**src/rtl/button_debouncer_n.sv**
```systemverilog
// N-channel push-button debouncer: synchroniser, stable-interval qualification, press/release pulses.
// Optional auto-repeat of press pulses while held, enabled by defining DEBOUNCER_REPEAT_EN.
module button_debouncer_n #(
    parameter int unsigned CHANNELS        = 2,
    parameter int unsigned SYNC_STAGES     = 2,
    parameter int unsigned DEBOUNCE_CYCLES = 742500,
    parameter int unsigned REPEAT_DELAY    = 37125000,
    parameter int unsigned REPEAT_PERIOD   = 7425000
) (
    input  logic                clock,
    input  logic                reset,
    input  logic [CHANNELS-1:0] io_in,
    output logic [CHANNELS-1:0] io_level,
    output logic [CHANNELS-1:0] io_press,
    output logic [CHANNELS-1:0] io_release,
    output logic                io_any_press
);

    localparam int unsigned      CNT_W    = $clog2(DEBOUNCE_CYCLES + 1);
    localparam logic [CNT_W-1:0] CNT_LAST = CNT_W'(DEBOUNCE_CYCLES - 1);

    logic [SYNC_STAGES-1:0] sync_q [CHANNELS];
    logic [SYNC_STAGES-1:0] sync_d [CHANNELS];
    logic [CNT_W-1:0]       cnt_q  [CHANNELS];
    logic [CNT_W-1:0]       cnt_d  [CHANNELS];

    logic [CHANNELS-1:0] level_q, level_d;
    logic [CHANNELS-1:0] press_q, press_d;
    logic [CHANNELS-1:0] release_q, release_d;
    logic                any_press_q, any_press_d;

    logic [CHANNELS-1:0] synced_c;
    logic [CHANNELS-1:0] accept_c;
    logic [CHANNELS-1:0] rep_fire_c;

    // Synchroniser shift and per-channel stable-interval qualification.
    always_comb begin
        level_d  = level_q;
        accept_c = '0;
        synced_c = '0;
        for (int i = 0; i < int'(CHANNELS); i++) begin
            sync_d[i]   = {sync_q[i][SYNC_STAGES-2:0], io_in[i]};
            cnt_d[i]    = cnt_q[i];
            synced_c[i] = sync_q[i][SYNC_STAGES-1];
            if (synced_c[i] == level_q[i]) begin
                cnt_d[i] = '0;
            end else if (cnt_q[i] == CNT_LAST) begin
                accept_c[i] = 1'b1;
                level_d[i]  = synced_c[i];
                cnt_d[i]    = '0;
            end else begin
                cnt_d[i] = cnt_q[i] + CNT_W'(1);
            end
        end
    end

`ifdef DEBOUNCER_REPEAT_EN
    localparam int unsigned      REP_MAX      = (REPEAT_DELAY > REPEAT_PERIOD) ? REPEAT_DELAY
                                                                              : REPEAT_PERIOD;
    localparam int unsigned      REP_W        = $clog2(REP_MAX + 1);
    localparam logic [REP_W-1:0] REP_DELAY_V  = REP_W'(REPEAT_DELAY);
    localparam logic [REP_W-1:0] REP_PERIOD_V = REP_W'(REPEAT_PERIOD);

    logic [REP_W-1:0]    rep_cnt_q [CHANNELS];
    logic [REP_W-1:0]    rep_cnt_d [CHANNELS];
    logic [CHANNELS-1:0] rep_armed_q, rep_armed_d;

    // Repeat timer: first target is the initial delay, then the period; cleared on any edge or when idle.
    always_comb begin
        rep_fire_c  = '0;
        rep_armed_d = rep_armed_q;
        for (int i = 0; i < int'(CHANNELS); i++) begin
            logic [REP_W-1:0] next_v;
            logic [REP_W-1:0] target_v;
            next_v       = rep_cnt_q[i] + REP_W'(1);
            target_v     = rep_armed_q[i] ? REP_PERIOD_V : REP_DELAY_V;
            rep_cnt_d[i] = next_v;
            if (accept_c[i] || !level_q[i]) begin
                rep_cnt_d[i]   = '0;
                rep_armed_d[i] = 1'b0;
            end else if (next_v == target_v) begin
                rep_fire_c[i]  = 1'b1;
                rep_cnt_d[i]   = '0;
                rep_armed_d[i] = 1'b1;
            end
        end
    end

    always_ff @(posedge clock) begin
        if (reset) begin
            rep_armed_q <= '0;
            for (int i = 0; i < int'(CHANNELS); i++) begin
                rep_cnt_q[i] <= '0;
            end
        end else begin
            rep_armed_q <= rep_armed_d;
            for (int i = 0; i < int'(CHANNELS); i++) begin
                rep_cnt_q[i] <= rep_cnt_d[i];
            end
        end
    end
`else
    assign rep_fire_c = '0;

    // Repeat timing only matters in the repeat build; zero values are flagged by this scope.
    if (REPEAT_DELAY == 0 || REPEAT_PERIOD == 0) begin : g_repeat_cfg_zero
    end
`endif

    // Pulse generation; press and release are exclusive because a single accept picks one.
    always_comb begin
        press_d     = (accept_c & synced_c) | rep_fire_c;
        release_d   = accept_c & ~synced_c;
        any_press_d = |press_d;
    end

    always_ff @(posedge clock) begin
        if (reset) begin
            level_q     <= '0;
            press_q     <= '0;
            release_q   <= '0;
            any_press_q <= 1'b0;
            for (int i = 0; i < int'(CHANNELS); i++) begin
                sync_q[i] <= '0;
                cnt_q[i]  <= '0;
            end
        end else begin
            level_q     <= level_d;
            press_q     <= press_d;
            release_q   <= release_d;
            any_press_q <= any_press_d;
            for (int i = 0; i < int'(CHANNELS); i++) begin
                sync_q[i] <= sync_d[i];
                cnt_q[i]  <= cnt_d[i];
            end
        end
    end

    assign io_level     = level_q;
    assign io_press     = press_q;
    assign io_release   = release_q;
    assign io_any_press = any_press_q;

endmodule

```
**config.mk**
```make
export PLATFORM = sky130hd
export DESIGN_NAME = button_debouncer_n
export DESIGN_NICKNAME = d
export VERILOG_FILES = /design/src/rtl/button_debouncer_n.sv
export SDC_FILE = /design/constraint.sdc
export NUM_CORES = 1
export LEC_CHECK = 0
export CAP_MARGIN = 30
export CORE_ASPECT_RATIO = 0.8
export CORE_UTILIZATION = 56
export CTS_BUF_LIST = sky130_fd_sc_hd__clkbuf_8
export CTS_CLUSTER_DIAMETER = 80
export DETAILED_ROUTE_END_ITERATION = 8
export MAX_ROUTING_LAYER = met4
export PLACE_DENSITY = 0.86
export SYNTH_ARGS = -nofsm -noshare
export SYNTH_HDL_FRONTEND = slang
export SYNTH_SLANG_ARGS = --single-unit
```
**constraint.sdc**
```tcl
create_clock -name clock -period 2.4 [get_ports clock]
set_input_delay 0.6 -clock clock [delete_from_list [all_inputs] [get_ports clock]]
set_output_delay 0.6 -clock clock [all_outputs]
set_load 0.03 [all_outputs]
```
After elaboration in Yosys (flattened, before gate mapping)
Memories as Yosys holds them, arrays and structs flattened.
Index checks and enable logic that the tools add are counted.

storage, ports and cells
  output and inout bits = 7
  bits in read-only memories = 0
  latch bits = 0
  memories = 2
  RAM bits = 44
  flip-flop bits (word level) = 7

operators by class
  equal/unequal tests = 4
  shift-type cells = 0
  multipliers = 0
  $lt $le $gt $ge = 0
  div/mod/pow operators = 0
  $add $sub $neg = 2
  bitwise gates (word level) = 9
  mux-type cells = 15
  reductions and logical operators = 3

memories
  name    words  width  read ports  clocked after memory_dff  write ports  RTL line  source
  cnt_q   2      20     2           0                         2            24        logic [CNT_W-1:0] cnt_q [CHANNELS];
  sync_q  2      2      2           0                         2            22        logic [SYNC_STAGES-1:0] sync_q [CHANNELS];

operators by type and width
  operator               count
  $mux 20                6
  $add 20x1->20 const B  2
  $eq 20x20->1 const B   2
  $mux 1                 7
  $and 2x2->2            2
  $mux 2                 2
  $or 1x1->1             4
  $reduce_and 2->1       2
  $eq 1x1->1             2
  $not 1->1              2
  $not 2->2              1
  $reduce_or 2->1        1

Longest topological paths before layout
An unclocked memory read counts as a cell.

  depth in word-level cells = 6
  gate-level depth with buffers = 6

Worst setup path before layout
OpenSTA, ideal clock, no wires.

  path type = register to register
  from = mem cnt_q[0][0] in the netlist's numbering
  to = mem cnt_q[0][10] in the netlist's numbering
  setup time = 117 ps
  path slack = 627 ps
  data arrival time = 1656 ps
  required time = 2283 ps
  stages on the path, launching flop included = 7
  cells stage by stage = dfxtp_1 -> ha_1 -> nand3b_1 -> or4_1 -> o21bai_2 -> buf_2 -> nor2_1

RTL lines
  what         RTL line
  from (decl)  24

==> impl_metrics.py <==
metrics = {
    "setup_path": {
        "crit_path_end_kind": "register",
        "reg2reg_from": "cnt_q[0][0]",
        "path_cells": "ha_1 -> nand3b_1 -> or4_1 -> o21bai_2 -> nor2_1",
        "worst-setup-path-type": "reg2reg",
        "critPathMaxStageDelay_ns": 0.70,
        "rr_endpoint": "cnt_q[0][14]",
        "required_ns": 2.56,
        "crit_path_max_fanout": 20,
        "worstRegToRegCells": 5,
        "slowest_stage": "o21bai_2",
        "rrSetupSlack_ns": 0.17,
        "start_kind": "register",
        "arrival_ns": 2.39,
    },
    "floorplan": {
        "dieWidth_um": 72.5,
        "dieHeight_um": 58.4,
        "dieArea_um2": 4240,
        "core-area_um2": 3800,
        "ios": 11,
        "rows": 20,
        "start_util_pct": 58.6,
    },
    "clock_network": {
        "clk_latency_ns": 0.31,
        "htreeDepth": 2,
        "cts_buffer_depth": 2,
        "cts-root-buf": "clkbuf_8",
        "postCtsSetupRepairBufs": 0,
        "clkTransAtPathRegs_ns": 0.09,
        "cts.sinks": 51,
        "hold_buffers": 0,
        "cts-resized-gates": 0,
        "tritoncts": "built",
        "cts_buffers": 5,
    },
    "sta": {
        "max_slew.worst_pin.slew_ns": 0.834,
        "setup_violations": 0,
        "fin_crit_sh_pct": 92.9,
        "drv_slew": 0,
        "fin_skew_ns": 0.00686,
        "max_freq_mhz": 449,
        "grt_setup_unrepaired": "false",
        "finalSetupTns_ns": 0,
        "final-hold-violation-count": 0,
        "relSlewSlack_pct": 44.4,
        "holdWs_ns": 0.440,
        "period_needed_ns": 2.23,
    },
    "grt": {
        "grt_pass1_wl_um": 6950,
        "grt_max_degree": 21,
        "grt.total_usage_pct": 22.1,
        "grt_pass1_vias": 1589,
        "grt_overflow": 0,
        "grt_antenna_before_repair": 0,
    },
    "pwr": {
        "ir_worst_vdd_mv": 0.266,
        "p_per_area_nw_per_um2": 586,
        "leakagePower_uw": 0.000745,
        "p_total_uw": 1460,
    },
    "cells_and_area": {
        "design_area_um2": 2490,
        "nets": 266,
        "diodes": 0,
        "drive_gt1_share_pct": 6.13,
        "synthToLayoutAreaGrowth_pct": 11.8,
        "fillers": 326,
    },
    "detailed_routing": {
        "routed_wirelength_um": 4280,
        "final_antenna_net_count": 0,
        "dr_total_vias": 1829,
        "first_iter_violations": 184,
        "wl_per_cell_um": 13.6,
        "drcViolationCount": 0,
        "first_pass_iters": 4,
        "vias_per_cell": 5.79,
    },
    "logic_synthesis": {
        "ys.flop_type": "dfxtp_1",
        "synth.cell_area_um2": 2230,
        "synth_enable_flop_cells": 0,
        "netlist_instances": 247,
        "ys_seq_area_share_pct": 45.8,
        "ys_ff_latch": 51,
        "yosysMostFrequentCell": "dfxtp_1",
        "syn-num-nets": 253,
        "synth_async_sr_flop_share_pct": 0,
        "synth_top_area_share_pct": 45.8,
        "synth_top_area_cell": "dfxtp_1",
        "yosysWarnings": 0,
        "synth.avg_cell_area_um2": 9.03,
        "yosys-top-cells-count": "dfxtp_1, nor2_1, nand3_1, xnor2_1, xor2_1",
        "synth_area_leaders": "dfxtp_1, nor2_1, xnor2_1",
        "synth_cell_types": 42,
    },
    "worst_hold_path": {
        "hold-path-cell-count": 1,
        "hold_path_end": "sync_q[0][3]",
        "worstHoldStart": "sync_q[0][2]",
        "hold_class": "reg2reg",
    },
    "placement": {
        "placed_area_um2": 2380,
        "dp_hpwl_um": 3090,
        "gp_congestion": 0.841,
        "port_buffers": 10,
    },
    "run_status": {
        "status": "complete, no violations",
    },
    "job": {
        "cap_viol_max_count": 0,
    },
}
-- power by group --
group	total, uW	internal [uW]	switching [uW]
clock network	589	310	278
registers	852	849	2.73
logic	19.4	9.09	10.3
total	1460	1170	291
-- sequential cells by signal (all words and copies together) (netlist names) --
name,count
cnt_q,40
io_any_press,1
io_level,2
io_press,2
io_release,2
sync_q,4
-- worst max-delay path by stage --
stage | startpoint | end | slack (ns) | cells after the start
2_1_floorplan | cnt_q[0][0] | cnt_q[0][10] | 0.63 | 6
3_3_place_gp | cnt_q[0][0] | cnt_q[0][6] | 0.28 | 5
3_5_place_dp | cnt_q[0][0] | cnt_q[0][14] | 0.19 | 5
4_1_cts | cnt_q[0][0] | cnt_q[0][14] | 0.19 | 5
5_1_grt | cnt_q[0][0] | cnt_q[0][2] | 0.02 | 5
6_report | cnt_q[0][0] | cnt_q[0][14] | 0.17 | 5
-- layout make-up --
cell class                      instances  area, um^2  area share, %
Sequential cell                        51        1020           41.0
Clock buffer                            5        68.8           2.76
Multi-Input combinational cell        183        1150           46.1
Tap cell                               55        68.8           2.76
Timing Repair Buffer                   12         115           4.62
Clock inverter                          3        43.8           1.76
Inverter                                7        26.3           1.05
-- layer usage --
layer	track usage, %	vias up	part of all wire [%]
met5	-	-	0
met4	6.44	0	1.2
met3	5.65	7	7.8
met2	33.0	68	43
met1	29.7	846	48
li1	-	908	-
-- cell families (layout without fill, tap and decap cells) --
family                     after synthesis  after routing  synth area share [%]
adders and majority gates                2              2                  1.12
DFF                                     51             51                  45.8
buffers and inverters                   13             27                  2.69
AOI/OAI and AO/OA                       27             27                  7.86
xor gates and xnor gates                28             28                  11.0
and+or+nand+nor                        126            126                  31.5
-- cells in the final DEF (no fill, tap or decap), drive strengths merged, types with 4 or more instances in the layout --
master and n:
nor4 7, and4 6, xor2 14, o31ai 6
nor2 36, or4 7, nand3 17, nand2 12
inv 7, nor3 5, o21ai 5, a21oi 11
dfxtp 51, or3 4, clkbuf 5, nand4 12
xnor2 14, nor2b 4, clkdlybuf4s50 10
-- critical path: cells and delay by family (launching register included) --
kind                       cells  cell delay, ns
and+or+nand+nor                3            0.83
AOI/OAI and AO/OA              1            0.70
DFF                            1            0.38
adders and majority gates      1            0.18
-- stage by stage --
step                      setup slack, ns  util (%)  std cells
after floorplan                     0.627         -        247
after global placement              0.277      62.6        308
after detailed placement            0.188      62.6        308
after CTS                           0.192      65.5        316
after global routing               0.0229      65.5        316
final                               0.171      65.5        316
(Power assumes the default switching activity.)
